==> config.mk <==
export PLATFORM = sky130hd
export DESIGN_NAME = lab3_mealy_decoder
export DESIGN_NICKNAME = d
export VERILOG_FILES = /design/src/rtl/lab3_mealy_decoder.sv
export SDC_FILE = /design/constraint.sdc
export NUM_CORES = 1
export LEC_CHECK = 0
export CAP_MARGIN = 20
export CELL_PAD_IN_SITES_DETAIL_PLACEMENT = 0
export CELL_PAD_IN_SITES_GLOBAL_PLACEMENT = 1
export CORE_MARGIN = 5
export CORE_UTILIZATION = 30
export CTS_CLUSTER_SIZE = 12
export DETAILED_ROUTE_END_ITERATION = 7
export PLACE_DENSITY_LB_ADDON = 0.1
export SLEW_MARGIN = 30
export SYNTH_ARGS = -nofsm -noshare
export SYNTH_HDL_FRONTEND = slang
export SYNTH_SLANG_ARGS = --single-unit
==> constraint.sdc <==
create_clock -name i_clock -period 1.91 [get_ports i_clock]
set_input_delay 0.382 -clock i_clock [delete_from_list [all_inputs] [get_ports i_clock]]
set_output_delay 0.382 -clock i_clock [all_outputs]
set_load 0.01 [all_outputs]
==> src/rtl/lab3_mealy_decoder.sv <==
// ---------------------------------------------------------------------------
// lab3_mealy_decoder
//   Receive-side inverse of the Lab3 four-state Mealy encoder. A local copy
//   of the encoder state is advanced using the bits already decoded. Each
//   accepted encoded bit z is turned back into x = z ^ parity(state). The
//   recovered bits are packed LSB-first into WORD_W-bit words.
//
// Ports
//   i_clock       rising-edge clock
//   i_reset       synchronous, active-high reset (highest priority)
//   i_in_valid    i_z_in carries a valid encoded bit this cycle
//   i_z_in        encoded bit (encoder output z)
//   i_sync        resynchronise: tracker to S0, partial word dropped
//   o_x_out       decoded bit (registered, holds between strobes)
//   o_x_valid     1-cycle pulse, o_x_out valid
//   o_word_out    packed decoded word, LSB = first bit received (holds)
//   o_word_valid  1-cycle pulse, o_word_out valid
//   o_state_out   current tracker state (debug)
// ---------------------------------------------------------------------------
module lab3_mealy_decoder #(
  parameter int unsigned WORD_W = 8
) (
  input  logic              i_clock,
  input  logic              i_reset,
  input  logic              i_in_valid,
  input  logic              i_z_in,
  input  logic              i_sync,
  output logic              o_x_out,
  output logic              o_x_valid,
  output logic [WORD_W-1:0] o_word_out,
  output logic              o_word_valid,
  output logic [1:0]        o_state_out
);

  localparam int unsigned       CNT_W = (WORD_W > 2) ? $clog2(WORD_W) : 1;
  localparam logic [CNT_W-1:0] LAST  = CNT_W'(WORD_W - 1);

  typedef enum logic [1:0] {
    S0 = 2'b00,
    S1 = 2'b01,
    S2 = 2'b10,
    S3 = 2'b11
  } state_t;

  state_t             r_state;
  logic [CNT_W-1:0]   r_count;
  logic [WORD_W-1:0]  r_shift;

  logic               w_parity;
  logic               w_x;
  state_t             w_next;
  logic [WORD_W-1:0]  w_word;

  // Decode and next-state are both functions of the current tracker state
  // and the incoming z, so x is available in the same cycle as z.
  always_comb begin
    w_parity = (r_state == S0) || (r_state == S3);
    w_x      = i_z_in ^ w_parity;
    w_next   = S0;
    unique case (r_state)
      S0: w_next = w_x ? S2 : S1;
      S1: w_next = w_x ? S3 : S0;
      S2: w_next = w_x ? S3 : S1;
      S3: w_next = w_x ? S2 : S0;
    endcase
    // Full word including the bit being accepted now, so the last bit and
    // the word load share one edge with no extra pipeline stage.
    w_word          = r_shift;
    w_word[r_count] = w_x;
  end

  always_ff @(posedge i_clock) begin
    if (i_reset) begin
      r_state      <= S0;
      r_count      <= '0;
      r_shift      <= '0;
      o_x_out      <= 1'b0;
      o_x_valid    <= 1'b0;
      o_word_out   <= '0;
      o_word_valid <= 1'b0;
    end else if (i_sync) begin
      r_state      <= S0;
      r_count      <= '0;
      r_shift      <= '0;
      o_x_valid    <= 1'b0;
      o_word_valid <= 1'b0;
    end else if (i_in_valid) begin
      r_state   <= w_next;
      o_x_out   <= w_x;
      o_x_valid <= 1'b1;
      if (r_count == LAST) begin
        r_count      <= '0;
        r_shift      <= '0;
        o_word_out   <= w_word;
        o_word_valid <= 1'b1;
      end else begin
        r_count      <= r_count + 1'b1;
        r_shift      <= w_word;
        o_word_valid <= 1'b0;
      end
    end else begin
      o_x_valid    <= 1'b0;
      o_word_valid <= 1'b0;
    end
  end

  assign o_state_out = r_state;

endmodule

==> impl_metrics.yaml, run 1 <==
sta:
  fin_crit_sh_pct: 87.8
  worst_slew_pin_slew_ns: 0.561
  hold_violations: 0
  rsz0062_at_grt: "no"
  finalSetupViolations: 0
  clock_skew_ns: 0.00637
  relSlewSlack_pct: 62.6
  setup_ws_ns: 0.233
  maxSlewViolCount: 0
  holdWs_ns: 0.504
  min_period_ns: 1.68
  clock.fmax_mhz: 596
routing:
  drc: 0
  wl_per_cell_um: 13.9
  postRouteAntennaNets: 0
  wl_um: 2720
  dr.pass1.iters: 4
  viasPerCell: 5.01
  dr_total_vias: 977
  drt-initial-drc-count: 72
power_and_ir_drop:
  vdd_drop_max_v: 0.000277
  switching_power_uw: 235
  pwr-share-clk_pct: 42.2
  power.total_uw: 1070
  p_leak_uw: 0.000585
  p_sw_share_pct: 22.0
  p_per_area_nw_per_um2: 683
  combPwrFrac_pct: 10.0
  power.internal_uw: 834
  seqPwrFrac_pct: 47.8
worst_setup_path:
  r2r-start: "o_state_out[1]"
  critPathRequiredTime_ns: 2.13
  reg2regPathDepth: 5
  cp-end-kind: "flop"
  crit_type: "reg2reg"
  worstSetupStartpoint: "o_state_out[1]"
  start_kind: "flop"
  arrival_ns: 1.89
  crit_fanout: 8
cells_and_area:
  fillers: 402
  design_area_um2: 1570
  nNetsFinal: 157
  diodes: 0
  fin_cells: 195
  final_common_cell: "dfxtp_1"
  final_layout_size_suffix_gt1_share_pct: 17.9
  mostFrequentLayoutCells: "dfxtp_1, clkdlybuf4s50_1, nor2_1"
  syn_to_final_growth_pct: 21.4
place:
  io_buffers: 17
  globalplace.congestion: 0.739
  place_inst: 191
  dpl_worst_slack_ns: -0.0341
  detailed_place.area_um2: 1490
  hpwl_um: 1930
clock_tree:
  postCtsSetupRepairBufs: 0
  clockBufferDepth: 2
  clock-sinks: 24
  clk_pin_slew_ns: 0.09
  cts_tree: "done"
  cts_hold_buf: 0
  numCtsBuffers: 3
  cts_resized: 0
  clk-insertion-delay-late_ns: 0.27
  cts-root-buf: "clkbuf_8"
  htreeDepth: 1
hold_path:
  hold_path.startpoint: "o_x_out"
  hold_class: "reg2reg"
  holdPathStages: 2
floorplan:
  die_w_um: 75.6
  placementRows: 23
  dieHeight_um: 75.6
  io_pins: 18
  initial_core_util_pct: 31.6
  die_area_um2: 5710
  core_um2: 4090
synthesis:
  syn_inst: 127
  ys_ff_latch: 24
  ys_warn_count: 0
  syn_area_per_cell_um2: 10.2
  ys_seq_area_share_pct: 37.2
  synth_nets: 138
  syn_area_um2: 1290
  yosysUniqueCellTypes: 29
grt:
  grt_first_pass_wirelength_um: 4770
  grt_max_degree: 18
  grt.total_usage_pct: 10.9
  antenna_found_initial: 0
  first_global_vias: 1000
  grt.overflow.total: 0
run_status:
  outcome: "completed"
run:
  drv_cap: 0
[synthesized netlist by cell type]
library cell   n  share of area [%]
nor3b_2        3                2.9
nand2_1        2               0.58
clkbuf_1       2               0.58
and3b_1        5                3.4
a211oi_1       4                2.3
nor2_1        15                4.4
buf_4          1               0.58
nand3_1        2               0.78
xnor2_1        1               0.68
nor3_2         1               0.78
nand2b_1       1               0.49
ha_1           6                5.8
a21oi_1        1               0.39
a32o_1         8                6.2
buf_2          3                1.2
and2_1         8                3.9
buf_6          6                5.2
and3_1         1               0.49
a311oi_2       1                1.2
nor2b_1        2               0.97
or2_2          1               0.49
o21ai_0        8                3.1
inv_1          2               0.58
buf_12         1                1.6
nor2_2         1               0.49
mux2i_1       12                9.3
or4_1          1               0.58
a211oi_2       4                3.9
dfxtp_1       24                 37
[metal layers]
| metal | routed length (um) | global-route usage [%] | vias up |
|---|---|---|---|
| met4 | 19 | 2.91 | 0 |
| li1 | - | - | 486 |
| met2 | 1250 | 17.4 | 19 |
| met1 | 1320 | 14.8 | 470 |
| met3 | 132 | 2.64 | 2 |
| met5 | 0 | 0 | - |
[final timing paths]
path | end | slack, ns
max | r_shift[6] | 0.23
min | o_x_out | 0.50
max reg2reg | r_shift[6] | 0.23
min reg2reg | o_x_out | 0.50
[power groups by stage]
stage | logic [uW] | clock network (uW) | registers [uW]
floorplan | 68.5 | 0 | 525
global placement | 107 | 0 | 523
detailed placement | 108 | 0 | 523
CTS | 108 | 468 | 511
global route | 119 | 480 | 512
finish | 107 | 451 | 511
[kinds of logic (layout without fill, tap and decap cells)]
kind of cell | after synthesis | after routing | synth area share [%]
compound gates | 26 | 26 | 17.1
xor+xnor | 1 | 1 | 0.679
buf+inv | 15 | 33 | 9.70
flops | 24 | 24 | 37.2
mux | 12 | 12 | 9.31
fa+ha+maj | 6 | 6 | 5.82
simple gates | 43 | 43 | 20.2
[flip-flops by register name (all words and copies together), names as in the netlist]
| name | flops |
|---|---|
| o_word_out | 8 |
| r_shift | 8 |
| r_count | 3 |
| o_state_out | 2 |
| o_word_valid | 1 |
| o_x_out | 1 |
| o_x_valid | 1 |
[worst max-delay path, cell delays in order (launching register included)]
cell,delay (ns)
dfxtp_1,0.42
inv_1,0.12
ha_1,0.30
xnor2_1,0.19
and3b_1,0.38
a32o_1,0.22
[area by class of cell]
cell class / count / area (um^2) / area share (%)
tap: 50 / 62.6 / 3.99
multi-input combinational: 88 / 687 / 43.8
timing repair buffer: 27 / 258 / 16.5
clock inverter: 1 / 30.0 / 1.92
sequential: 24 / 480 / 30.7
inverter: 2 / 7.51 / 0.479
clock buffer: 3 / 41.3 / 2.64
[per-stage QoR]
step / setup TNS, ns / util [%]
floorplan: 0 / -
finish: 0 / 38.3
global placement: 0 / 36.5
CTS: 0 / 38.3
detailed placement: -0.162 / 36.5
global route: 0 / 38.3
Power figures use the tool's default switching activity.
==> inputs of run 2 (changes only) <==
- MAX_ROUTING_LAYER: unset -> met4
==> run 2 against run 1 <==
  * Non-clock buffer count is the same
  * Critical path depth is the same
  * Clock skew rose by 0.00070 ns
==> impl_metrics.yaml, run 2 (synthesis results as in run 1) <==
worst_setup_path:
  crit_slowest_cell: "dfxtp_1"
  crit_fanout: 8
  reg2regPathDepth: 5
  crit_type: "reg2reg"
  critPathMaxStageDelay_ns: 0.42
  r2r-start: "o_state_out[1]"
  critPathRequiredTime_ns: 2.13
  r2r_setup_slack_ns: 0.24
  r2r-end: "r_shift[6]"
  start_kind: "flop"
  arrival_ns: 1.89
  cp-end-kind: "flop"
  path_cells: "inv_1, ha_1, xnor2_1, and3b_1, a32o_1"
clock_tree:
  cts_resized: 0
  cts_hold_buf: 0
  numCtsBuffers: 3
  postCtsSetupRepairBufs: 0
  htreeDepth: 1
  clock-sinks: 24
  cts-root-buf: "clkbuf_8"
  clockBufferDepth: 2
  cts_tree: "done"
  clk_pin_slew_ns: 0.09
  clk-insertion-delay-late_ns: 0.27
cells_and_area:
  final_common_cell: "dfxtp_1"
  final_layout_size_suffix_gt1_share_pct: 17.9
  fin_util_pct: 38.3
  design_area_um2: 1570
  reg_top3: "o_word_out x8, r_shift x8, r_count x3"
  diodes: 0
  mostFrequentLayoutCells: "dfxtp_1, clkdlybuf4s50_1, nor2_1"
  nNetsFinal: 157
  syn_to_final_growth_pct: 21.4
  fillers: 402
power_and_ir_drop:
  vdd_drop_max_v: 0.000276
  p_leak_uw: 0.000585
  p_per_area_nw_per_um2: 683
hold_path:
  hold_path.startpoint: "o_x_out"
  hold_class: "reg2reg"
  min_to: "o_x_out"
  holdPathStages: 2
sta:
  min_period_ns: 1.67
  clock.fmax_mhz: 598
  clock_skew_ns: 0.00707
  finalSetupViolations: 0
  rsz0062_at_grt: "no"
  relSlewSlack_pct: 62.2
  maxSlewViolCount: 0
  worst_slew_pin_slew_ns: 0.567
  fin_setup_tns_ns: 0
  fin_crit_sh_pct: 87.5
  hold_violations: 0
routing:
  drc: 0
  wl_met1_um: 1320
  postRouteAntennaNets: 0
  viasPerCell: 5.04
  drt-initial-drc-count: 71
  wl_met3_um: 134
  dr.max_layer_used: "met4"
  wl_um: 2740
  dr_total_vias: 982
  wl_per_cell_um: 14.0
  dr.pass1.iters: 4
  dr_wl_met2_um: 1260
place:
  detailed_place.area_um2: 1490
  hpwl_um: 1930
  io_buffers: 17
  globalplace.congestion: 0.748
run:
  drv_cap: 0
floorplan:
  die_w_um: 75.6
  initial_core_util_pct: 31.6
  io_pins: 18
  core_um2: 4090
  dieHeight_um: 75.6
  die_area_um2: 5710
  placementRows: 23
grt:
  grt_first_pass_wirelength_um: 4770
  grt.total_usage_pct: 11.2
  first_global_vias: 999
  grt.overflow.total: 0
  grt_max_degree: 18
  antenna_found_initial: 0
run_status:
  outcome: "completed"
## run 2: per-stage QoR
step | cells | total power, uW | setup WS, ns | hold slack, ns
after floorplan | 127 | 593 | 0.314 | 0.468
after global placement | 191 | 630 | 0.0189 | 0.476
after detailed placement | 191 | 631 | -0.0341 | 0.489
after CTS | 195 | 1090 | 0.183 | 0.509
after global routing | 195 | 1110 | 0.0252 | 0.525
final | 195 | 1070 | 0.238 | 0.504
## run 2: final cells by class
cell class	count	area, um^2	area share, %
Multi-Input combinational cell	88	687	43.8
Sequential cell	24	480	30.7
Tap cell	50	62.6	3.99
Clock buffer	3	41.3	2.64
Timing Repair Buffer	27	258	16.5
Clock inverter	1	30.0	1.92
Inverter	2	7.51	0.479
## run 2: critical path: cells and delay by family, from the launching register on
family	cells	cell delay, ns
DFF	1	0.42
and+or+nand+nor	1	0.38
adders and majority gates	1	0.30
AOI/OAI and AO/OA	1	0.22
xor gates and xnor gates	1	0.19
buffers and inverters	1	0.12
## run 2: routing by layer
layer	track usage [%]	up-vias
li1	-	490
met4	2.91	0
met5	-	-
met1	14.8	470
met2	17.3	20
met3	2.64	2
## run 2: how the worst max path moves through the flow
stage	startpoint	slack, ns	to
after floorplan	o_state_out[0]	0.31	r_shift[3]
after global placement	i_sync	0.02	r_shift[0]
after detailed placement	i_sync	-0.03	r_shift[0]
after CTS	o_state_out[1]	0.18	r_shift[6]
after global routing	o_state_out[1]	0.03	r_shift[6]
final	o_state_out[1]	0.24	r_shift[6]
## run 2: power breakdown
part | internal, uW | switching (uW) | total (uW)
logic | 47.6 | 59.8 | 107
registers | 507 | 4.57 | 511
clock network | 280 | 171 | 451
total | 834 | 236 | 1070
==> inputs of run 3 (changes only) <==
- SKIP_LAST_GASP: unset -> 1
==> results of run 3 <==
The final DEF is identical to that of run 2; final timing and power are the same.
